--- src/rtl/muldiv_pkg.sv ---
// Shared encodings and default latencies for the multiply/divide sequencer.
package muldiv_pkg;

    typedef enum logic [1:0] {
        MULT = 2'b00,
        DIV  = 2'b01,
        DIVM = 2'b10
    } op_e;

    typedef enum logic [2:0] {
        IDLE,
        FETCH_A,
        FETCH_B,
        START,
        RUN,
        WRITE,
        DONE,
        EXC
    } state_e;

    localparam int unsigned DEF_MULT_CYCLES = 32;
    localparam int unsigned DEF_DIV_CYCLES  = 32;
    localparam int unsigned DEF_MEM_LAT     = 2;
    localparam int unsigned DEF_CNT_W       = 6;

endpackage

--- src/rtl/muldiv_sequencer_if.sv ---
// Control-unit / datapath handshake and mux-control bundle of the mult/div sequencer.
interface muldiv_sequencer_if;

    logic       start;
    logic [1:0] op;
    logic       div_by_zero;
    logic       busy;
    logic       mem_rd;
    logic       mem_addr_sel;
    logic       aux_a_write;
    logic       aux_b_write;
    logic       mem_a_sel;
    logic       mem_b_sel;
    logic       mult_op;
    logic       div_op;
    logic       mult_div_sel;
    logic       hilo_write;
    logic       done;
    logic       exc_div0;

    modport master (
        output start, op, div_by_zero,
        input  busy, mem_rd, mem_addr_sel, aux_a_write, aux_b_write,
               mem_a_sel, mem_b_sel, mult_op, div_op, mult_div_sel,
               hilo_write, done, exc_div0
    );

    modport slave (
        input  start, op, div_by_zero,
        output busy, mem_rd, mem_addr_sel, aux_a_write, aux_b_write,
               mem_a_sel, mem_b_sel, mult_op, div_op, mult_div_sel,
               hilo_write, done, exc_div0
    );

endinterface

--- src/rtl/muldiv_sequencer_cycle_counter.sv ---
// Loadable down-counter that saturates at zero; shared by memory-wait and RUN timing.
module cycle_counter #(
    parameter int unsigned CNT_W = 6
) (
    input  logic             clk,
    input  logic             rst_n,
    input  logic             i_load,
    input  logic [CNT_W-1:0] i_load_val,
    input  logic             i_dec,
    output logic [CNT_W-1:0] o_count,
    output logic             o_zero
);

    logic [CNT_W-1:0] r_count;

    always_ff @(posedge clk or negedge rst_n) begin
        if (!rst_n) begin
            r_count <= '0;
        end else if (i_load) begin
            r_count <= i_load_val;
        end else if (i_dec && (r_count != '0)) begin
            r_count <= r_count - 1'b1;
        end
    end

    assign o_count = r_count;
    assign o_zero  = (r_count == '0);

endmodule

--- src/rtl/muldiv_sequencer.sv ---
// Multi-cycle sequencer for the mult/div units and HI/LO write; all outputs are Moore.
module muldiv_sequencer
    import muldiv_pkg::*;
#(
    parameter int unsigned MULT_CYCLES = DEF_MULT_CYCLES,
    parameter int unsigned DIV_CYCLES  = DEF_DIV_CYCLES,
    parameter int unsigned MEM_LAT     = DEF_MEM_LAT,
    parameter int unsigned CNT_W       = DEF_CNT_W
) (
    input  logic                clk,
    input  logic                reset,
    muldiv_sequencer_if.slave   bus
);

    localparam logic [CNT_W-1:0] W_MEM_RELOAD  = CNT_W'(MEM_LAT - 1);
    localparam logic [CNT_W-1:0] W_MULT_RELOAD = CNT_W'(MULT_CYCLES - 1);
    localparam logic [CNT_W-1:0] W_DIV_RELOAD  = CNT_W'(DIV_CYCLES - 1);

    state_e           r_state;
    state_e           w_next;
    op_e              r_op_q;
    logic             w_load;
    logic             w_dec;
    logic [CNT_W-1:0] w_load_val;
    logic [CNT_W-1:0] w_count;
    logic             w_zero;
    logic             w_accept;
    logic             w_aux_sel;

    // op=11 is never accepted, so it neither leaves IDLE nor disturbs op_q
    assign w_accept = (r_state == IDLE) && bus.start && (bus.op != 2'b11);

    cycle_counter #(.CNT_W(CNT_W)) u_cnt (
        .clk        (clk),
        .rst_n      (reset),
        .i_load     (w_load),
        .i_load_val (w_load_val),
        .i_dec      (w_dec),
        .o_count    (w_count),
        .o_zero     (w_zero)
    );

    always_ff @(posedge clk or negedge reset) begin
        if (!reset) begin
            r_state <= IDLE;
            r_op_q  <= MULT;
        end else begin
            r_state <= w_next;
            if (w_accept) begin
                r_op_q <= op_e'(bus.op);
            end
        end
    end

    always_comb begin
        w_next     = r_state;
        w_load     = 1'b0;
        w_dec      = 1'b0;
        w_load_val = W_MEM_RELOAD;
        case (r_state)
            IDLE: begin
                if (w_accept) begin
                    if (bus.op == DIVM) begin
                        w_next = FETCH_A;
                        w_load = 1'b1;
                    end else begin
                        w_next = START;
                    end
                end
            end
            FETCH_A: begin
                if (w_zero) begin
                    w_next = FETCH_B;
                    w_load = 1'b1;
                end else begin
                    w_dec = 1'b1;
                end
            end
            FETCH_B: begin
                if (w_zero) w_next = START;
                else        w_dec  = 1'b1;
            end
            START: begin
                w_load     = 1'b1;
                w_load_val = (r_op_q == MULT) ? W_MULT_RELOAD : W_DIV_RELOAD;
                w_next     = RUN;
            end
            RUN: begin
                // divide-by-zero wins over normal completion in the same cycle
                if ((r_op_q != MULT) && bus.div_by_zero) w_next = EXC;
                else if (w_zero)                         w_next = WRITE;
                else                                     w_dec  = 1'b1;
            end
            WRITE:   w_next = DONE;
            DONE:    w_next = IDLE;
            EXC:     w_next = IDLE;
            default: w_next = IDLE;
        endcase
    end

    assign w_aux_sel = (r_op_q == DIVM) &&
                       ((r_state == START) || (r_state == RUN) || (r_state == WRITE));

    assign bus.busy         = (r_state != IDLE);
    assign bus.mem_rd       = (r_state == FETCH_A) || (r_state == FETCH_B);
    assign bus.mem_addr_sel = (r_state == FETCH_B);
    assign bus.aux_a_write  = (r_state == FETCH_A) && w_zero;
    assign bus.aux_b_write  = (r_state == FETCH_B) && w_zero;
    assign bus.mem_a_sel    = w_aux_sel;
    assign bus.mem_b_sel    = w_aux_sel;
    assign bus.mult_op      = (r_state == START) && (r_op_q == MULT);
    assign bus.div_op       = (r_state == START) && (r_op_q != MULT);
    assign bus.mult_div_sel = ((r_state == RUN) || (r_state == WRITE)) && (r_op_q != MULT);
    assign bus.hilo_write   = (r_state == WRITE);
    assign bus.done         = (r_state == DONE);
    assign bus.exc_div0     = (r_state == EXC);

endmodule

--- src/flat_wrapper.sv ---
// flat-port wrapper written by rule: the top's interface ports become plain ports
module muldiv_sequencer_flat import muldiv_pkg::*;
#(
    parameter int unsigned MULT_CYCLES = DEF_MULT_CYCLES,
    parameter int unsigned DIV_CYCLES  = DEF_DIV_CYCLES,
    parameter int unsigned MEM_LAT     = DEF_MEM_LAT,
    parameter int unsigned CNT_W       = DEF_CNT_W
)
  (clk, reset, bus_start, bus_op, bus_div_by_zero, bus_busy, bus_mem_rd, bus_mem_addr_sel, bus_aux_a_write, bus_aux_b_write, bus_mem_a_sel, bus_mem_b_sel, bus_mult_op, bus_div_op, bus_mult_div_sel, bus_hilo_write, bus_done, bus_exc_div0);
  muldiv_sequencer_if bus_i ();
  input  logic clk;
  input  logic reset;
  input wire logic [$bits(bus_i.start)-1:0] bus_start;
  input wire logic [$bits(bus_i.op)-1:0] bus_op;
  input wire logic [$bits(bus_i.div_by_zero)-1:0] bus_div_by_zero;
  output wire logic [$bits(bus_i.busy)-1:0] bus_busy;
  output wire logic [$bits(bus_i.mem_rd)-1:0] bus_mem_rd;
  output wire logic [$bits(bus_i.mem_addr_sel)-1:0] bus_mem_addr_sel;
  output wire logic [$bits(bus_i.aux_a_write)-1:0] bus_aux_a_write;
  output wire logic [$bits(bus_i.aux_b_write)-1:0] bus_aux_b_write;
  output wire logic [$bits(bus_i.mem_a_sel)-1:0] bus_mem_a_sel;
  output wire logic [$bits(bus_i.mem_b_sel)-1:0] bus_mem_b_sel;
  output wire logic [$bits(bus_i.mult_op)-1:0] bus_mult_op;
  output wire logic [$bits(bus_i.div_op)-1:0] bus_div_op;
  output wire logic [$bits(bus_i.mult_div_sel)-1:0] bus_mult_div_sel;
  output wire logic [$bits(bus_i.hilo_write)-1:0] bus_hilo_write;
  output wire logic [$bits(bus_i.done)-1:0] bus_done;
  output wire logic [$bits(bus_i.exc_div0)-1:0] bus_exc_div0;
  assign bus_i.start = bus_start;
  assign bus_i.op = bus_op;
  assign bus_i.div_by_zero = bus_div_by_zero;
  assign bus_busy = bus_i.busy;
  assign bus_mem_rd = bus_i.mem_rd;
  assign bus_mem_addr_sel = bus_i.mem_addr_sel;
  assign bus_aux_a_write = bus_i.aux_a_write;
  assign bus_aux_b_write = bus_i.aux_b_write;
  assign bus_mem_a_sel = bus_i.mem_a_sel;
  assign bus_mem_b_sel = bus_i.mem_b_sel;
  assign bus_mult_op = bus_i.mult_op;
  assign bus_div_op = bus_i.div_op;
  assign bus_mult_div_sel = bus_i.mult_div_sel;
  assign bus_hilo_write = bus_i.hilo_write;
  assign bus_done = bus_i.done;
  assign bus_exc_div0 = bus_i.exc_div0;
  muldiv_sequencer #(.MULT_CYCLES(MULT_CYCLES), .DIV_CYCLES(DIV_CYCLES), .MEM_LAT(MEM_LAT), .CNT_W(CNT_W)) u_core (.clk(clk), .reset(reset), .bus(bus_i));
endmodule
--- config.mk ---
export PLATFORM = sky130hd
export DESIGN_NAME = muldiv_sequencer_flat
export DESIGN_NICKNAME = d
export VERILOG_FILES = /design/src/rtl/muldiv_pkg.sv /design/src/rtl/muldiv_sequencer_if.sv /design/src/rtl/muldiv_sequencer_cycle_counter.sv /design/src/rtl/muldiv_sequencer.sv /design/src/flat_wrapper.sv
export SDC_FILE = /design/constraint.sdc
export NUM_CORES = 1
export LEC_CHECK = 0
export BUFFER_PORTS_ARGS = -buffer_cell sky130_fd_sc_hd__buf_2
export CAP_MARGIN = 0
export CORE_MARGIN = 2
export CORE_UTILIZATION = 40
export DETAILED_ROUTE_END_ITERATION = 7
export SYNTH_ARGS = -nofsm -noshare
export SYNTH_HDL_FRONTEND = slang
export SYNTH_HIERARCHICAL = 1
export SYNTH_SLANG_ARGS = --single-unit
export TNS_END_PERCENT = 20
--- constraint.sdc ---
create_clock -name clk -period 2.8 [get_ports clk]
set_clock_uncertainty 0.05 [all_clocks]
set_input_delay 0.14 -clock clk [delete_from_list [all_inputs] [get_ports clk]]
set_output_delay 0.14 -clock clk [all_outputs]
set_load 0.005 [all_outputs]
* Word-level counts from Yosys, hierarchy flattened *
Cells that the tools add are included.

storage, ports and cells
  bits in registers = 11
  latch bits = 0
  memory bits (writable) = 0
  ROM bits = 0
  input bits = 6
  output and inout port bits = 13
  word-level logic and storage cells = 59
  memories kept = 0

operators by class
  $add $sub $neg = 1
  multipliers = 0
  divide/modulo/power cells = 0
  magnitude comparators = 0
  eq/ne operators = 14
  shifts and indexed selects = 0
  muxes and demuxes = 17
  bitwise operators = 0
  reduce and logical (&&, ||, !) cells = 24

operators by type and width
  operator                                                                 number
  3-bit case mux with 7 select lines                                       1
  3-bit 2-to-1 mux                                                         5
  3-bit == test, second input constant                                     4
  6-bit 2-to-1 mux                                                         2
  1-bit logical AND                                                        10
  3-bit by 2-bit == test with 1-bit output, second input constant          2
  6-bit zero test                                                          1
  2-bit by 1-bit inequality test with 1-bit output, second input constant  3
  6-bit nonzero test                                                       1
  6-bit by 1-bit subtractor with 6-bit output, second input constant       1
  1-bit 2-to-1 mux                                                         5
  5-bit 2-to-1 mux                                                         1
  2-bit == test, second input constant                                     2
  1-bit logical OR                                                         4
  4-bit AND reduction                                                      1
  2-bit nonzero test                                                       2
  2-bit OR reduction                                                       2
  3-bit by 1-bit == test with 1-bit output, second input constant          1
  3-bit zero test                                                          1
  3-bit by 1-bit inequality test with 1-bit output, second input constant  1
  1-bit case mux with 3 select lines                                       1
  3-bit nonzero test                                                       1
  2-bit zero test                                                          1
  2-bit 2-to-1 mux                                                         1
  other kinds (2)                                                          2

* Depth between registers and ports, before layout *
  depth in word-level cells = 7
  depth in mapped cells = 11
  mapped depth without buffers = 10

* Modules after synthesis *
Netlist, hierarchy kept.

modules (own cells, without submodules)
  module            instances  cells an instance  area an instance (sq um)
  muldiv_sequencer  1          53                 411.6
  cycle_counter     1          44                 395.4

* Worst setup path before layout *
No wires, ideal clock.

  path kind = flip-flop to flip-flop
  start = reg u_core.u_cnt.r_count[2], in the netlist u_core/u_cnt/o_count[2]
  end = reg u_core.u_cnt.r_count[3], in the netlist u_core/u_cnt/o_count[3]
  library setup time = 0.138 ns
  arrival = 2.140 ns
  slack = 0.472 ns
  stages on the path, launching flop included = 11
  path buffers = 2
  period minus slack after synthesis = 2.328 ns
  cell sequence = dfrtp_1 or3_1 buf_2 nor2_1 nand2_1 nor3_1 a211o_1 buf_1 inv_1 o211ai_1 o211ai_1

RTL lines
  element                                                        RTL line                              text
  start: declaration                                             muldiv_sequencer_cycle_counter.sv:14  logic [CNT_W-1:0] r_count;
  start signal: assignment                                       muldiv_sequencer_cycle_counter.sv:20  r_count <= i_load_val;
  start signal: assignment                                       muldiv_sequencer_cycle_counter.sv:22  r_count <= r_count - 1'b1;
  6-bit zero test *                                              muldiv_sequencer_cycle_counter.sv:27  assign o_zero = (r_count == '0);
  named net u_core.w_zero                                        muldiv_sequencer.sv:26                logic w_zero;
  1-bit 2-to-1 mux *                                             muldiv_sequencer.sv:72                if (w_zero) begin
  1-bit case mux with 3 select lines *                           muldiv_sequencer.sv:60                case (r_state)
  named net u_core.w_load                                        muldiv_sequencer.sv:22                logic w_load;
  6-bit 2-to-1 mux / 2-bit nonzero test (equally long branches)  n/a

Mark *: on every way through the listed nets, which the timed path passes. The rest lies on a longest branch. The select of a mux whose other input is x is not followed.
A chain may end at the register's enable or synchronous reset.

* Worst setup path in the final report *
  start = reg u_core.u_cnt.r_count[0], in the netlist u_core/u_cnt/o_count[0]
  end = reg u_core.u_cnt.r_count[3], in the netlist u_core/u_cnt/o_count[3]

on the way
  cells in the longest elaborated chain, start to end = 6

RTL lines
  element                               RTL line                                                                text
  6-bit zero test *                     muldiv_sequencer_cycle_counter.sv:27
  named net u_core.w_zero               muldiv_sequencer.sv:26
  1-bit 2-to-1 mux *                    muldiv_sequencer.sv:72, muldiv_sequencer.sv:80, muldiv_sequencer.sv:91
  1-bit 2-to-1 mux                      muldiv_sequencer.sv:90                                                  if ((r_op_q != MULT) && bus.div_by_zero) w_next = EXC;
  1-bit case mux with 2 select lines *  muldiv_sequencer.sv:60
  named net u_core.w_dec                muldiv_sequencer.sv:23                                                  logic w_dec;
  1-bit logical AND *                   muldiv_sequencer_cycle_counter.sv:21                                    end else if (i_dec && (r_count != '0)) begin
  2-bit nonzero test (no line) *        n/a

Marked as above.

==> flow_summary_export.csv <==
group,metric,value,unit
outcome,status,"completed",
floorplanning,fp.dieH,48.92,um
synthesis,ys_seq_area_share,34.11,%
clocking,hold_buffers,1,
pwr,leakagePower,0.4508,nW
finish,finalNonFillerCells,142,
timing,min_period,2.470,ns
synthesis,async_flop_share,100.0,%
setup_path,critPathMaxFanout,7,
route,dr.pass1.iters,4,
route,vias,766,
grt,grt_overflow,0,
setup_path,worstSetupEndpointType,"flip-flop",
timing,drv_slew,0,
timing,min_period_over_period,88.20,%
clocking,h-tree-depth,1,
finish,fill_cells,212,
timing,hold_viol_final,0,
grt,grt_start_max_net_pins,14,
setup_path,critical_path.top_delay_family,"simple AND/OR/NAND/NOR gates",
clocking,cts_buffer_depth,2,
synthesis,synth_xor_area_share,1.085,%
clocking,cts_tree,"yes",
clocking,clk_pin_slew,0.08,ns
grt,grt_first_pass_wirelength,3.132,mm
synthesis,synth_adder_area_share,3.101,%
finish,final_layout_size_suffix_gt1_share,23.48,%
floorplanning,io_pins,19,
clocking,cts_resized,0,
setup_path,cp_cell_sequence,"inv_1, ha_1, nand2b_1, nor2_1, o21ba_2, or3b_1, or4_1, o211ai_1",
synthesis,yosysWarningCount,6,
grt,antenna_found_initial,0,
placement,dp_hpwl,1.343,mm
placement,gp_congestion,0.8069,
hold_path,hp-class,"input port to flip-flop",
finish,antennaDiodeCount,0,
finish,syn_to_final_growth,17.05,%
setup_path,critPathMaxStageDelay,0.42,ns
route,drtIter0Drc,12,
route,drcViolationCount,0,
route,routed_wl,1.792,mm
setup_path,worstPathArrival,2.61,ns
floorplanning,core_area,0.001922,mm2
synthesis,syn-num-nets,105,
grt,grt_pass1_vias,688,
floorplanning,initial_core_util,41.99,%
route,viasPerCell,5.394,
run,maxCapViolations,0,
grt,grtUsageTotal,16.56,%
timing,rsz0062_at_grt,"no",
synthesis,yosys.area_share.simple,29.61,%
placement,io_buffers,18,
clocking,cts-root-buf,"clkbuf_4",
setup_path,critPathSlowestCell,"or3b_1",
pwr,power.density,1122,mW/mm2
setup_path,start_kind,"flip-flop",
synthesis,yosysUniqueCellTypes,41,
clocking,postCtsSetupBuffers,0,
synthesis,synth_top_family_by_area,"simple AND/OR/NAND/NOR gates",
synthesis,ys_ff_latch,11,
synthesis,syn_area_per_cell,8.320,um2
route,ant_nets,0,
route,avgRoutedWirePerCell,12.62,um
floorplanning,rows,16,
timing,setup_tns,0,ns
synthesis,synth_area,807.0,um2
timing,setup_violations,0,
clocking,cts_buffers,3,
synthesis,syn-instance-count,97,
setup_path,critPathKind,"flip-flop to flip-flop",
placement,placed_cells,137,
setup_path,crit_required,2.94,ns
finish,nets,124,
setup_path,path_buf_inv,1,
synthesis,synth.mux.area_fraction,0,%
floorplanning,dieArea,0.002393,mm2
pwr,max-vdd-ir-drop,0.5933,mV
floorplanning,dieWidth,48.92,um
synthesis,yosys_most_used_dff,"dfrtp_1",
timing,fmax,404.9,MHz
synthesis,synth_compound_area_share,23.57,%
clocking,clk_latency,0.26,ns
synthesis,synth_edf_count,0,
clocking,cts.sinks,11,
==> cell usage after synthesis (3+ instances only) <==
| library cell | n | share of area [%] |
|---|---|---|
| a21oi_1 | 4 | 2.5 |
| a31oi_1 | 4 | 3.1 |
| buf_2 | 4 | 2.5 |
| dfrtp_1 | 11 | 34 |
| inv_1 | 8 | 3.7 |
| nand2_1 | 7 | 3.3 |
| nor2_1 | 11 | 5.1 |
| nor3_1 | 3 | 1.9 |
| o31ai_1 | 3 | 2.8 |
| or4_1 | 3 | 2.8 |
==> registers in the layout, indices dropped and copies added (netlist names) <==
signal / cells
u_core/r_state: 3
u_core/u_cnt/o_count: 6
u_core/r_op_q: 2
==> through the flow <==
step / hold slack (ns) / area, um2 / power [mW] / setup WS [ns] / util [%]
after floorplan: -0.2056 / 807.0 / 0.7938 / 0.4722 / -
after global placement: -0.01696 / 907.1 / 0.9417 / 0.3683 / 47.20
after detailed placement: -0.01907 / 907.1 / 0.9510 / 0.3514 / 47.20
after CTS: 0.08297 / 944.7 / 1.068 / 0.3419 / 49.15
after global routing: 0.08769 / 944.7 / 1.172 / 0.08924 / 49.15
final: 0.09672 / 944.7 / 1.060 / 0.3304 / 49.15
==> power by group <==
part	total, mW	internal, mW	switching [mW]
Combinational	0.596	0.281	0.315
Clock	0.110	0.0527	0.0573
Sequential	0.354	0.242	0.112
==> worst register-to-register path, delay by kind of cell, from the launching register on <==
| family | cells | cell delay [ns] |
|---|---|---|
| DFF | 1 | 0.36 |
| AOI/OAI and AO/OA | 2 | 0.51 |
| adders and majority gates | 1 | 0.22 |
| buffers and inverters | 1 | 0.08 |
| and+or+nand+nor | 4 | 1.17 |
==> area by class of cell <==
class	count	area (um2)	share of cell area, %
flip-flops and latches	11	275.3	29.14
clock buffers	3	22.52	2.384
inverters	8	30.03	3.179
well taps	27	33.78	3.576
repair buffers	20	107.6	11.39
multi-input cells	72	470.5	49.80
clock inverters	1	5.005	0.5298
==> final timing paths <==
path / from / endpoint / slack, ns / depth (start not counted)
worst max register to register: u_core/u_cnt/o_count[0] / u_core/u_cnt/o_count[3] / 0.33 / 8
worst max-delay path: u_core/u_cnt/o_count[0] / u_core/u_cnt/o_count[3] / 0.33 / 8
min in group asynchronous: reset / u_core/r_state[2] / 0.24 / 2
worst min-delay path: bus_op[0] / u_core/r_op_q[0] / 0.1 / 2
worst min register to register: u_core/r_op_q[1] / u_core/r_op_q[1] / 0.52 / 1
max in group asynchronous: reset / u_core/u_cnt/o_count[0] / 2.25 / 2
==> metal layers <==
| layer | track usage (%) | vias to the layer above | wire [um] |
|---|---|---|---|
| met5 | 0 | - | 0 |
| met4 | 5.714 | 0 | 15 |
| met3 | 3.681 | 2 | 45 |
| li1 | - | 395 | - |
| met2 | 26.26 | 10 | 839 |
| met1 | 22.20 | 359 | 892 |
==> cell usage in the layout (no fill, tap or decap), types with 2 or more instances in the layout <==
cell | synthesis | layout
o2111ai_1 | 2 | 2
conb_1 | 2 | 2
o22a_1 | 2 | 2
nand2_1 | 7 | 7
dfrtp_1 | 11 | 11
clkbuf_4 | 0 | 3
or3b_1 | 2 | 2
inv_1 | 8 | 8
a21oi_1 | 4 | 4
o21ai_0 | 2 | 2
o31ai_1 | 3 | 3
a31oi_1 | 4 | 4
o211ai_1 | 2 | 2
nor3_1 | 3 | 3
or4_1 | 3 | 3
ha_1 | 2 | 2
nor3b_1 | 2 | 2
nor2_1 | 11 | 11
buf_2 | 4 | 18
==> logic make-up (layout without fill, tap and decap cells) <==
| group | Yosys count | in the layout |
|---|---|---|
| fa+ha+maj | 2 | 2 |
| xor+xnor | 1 | 1 |
| buf+inv | 14 | 32 |
| flops | 11 | 11 |
| other cells | 2 | 2 |
| compound gates | 26 | 26 |
| simple gates | 41 | 41 |
No activity file was read; power rests on OpenSTA's default activity.
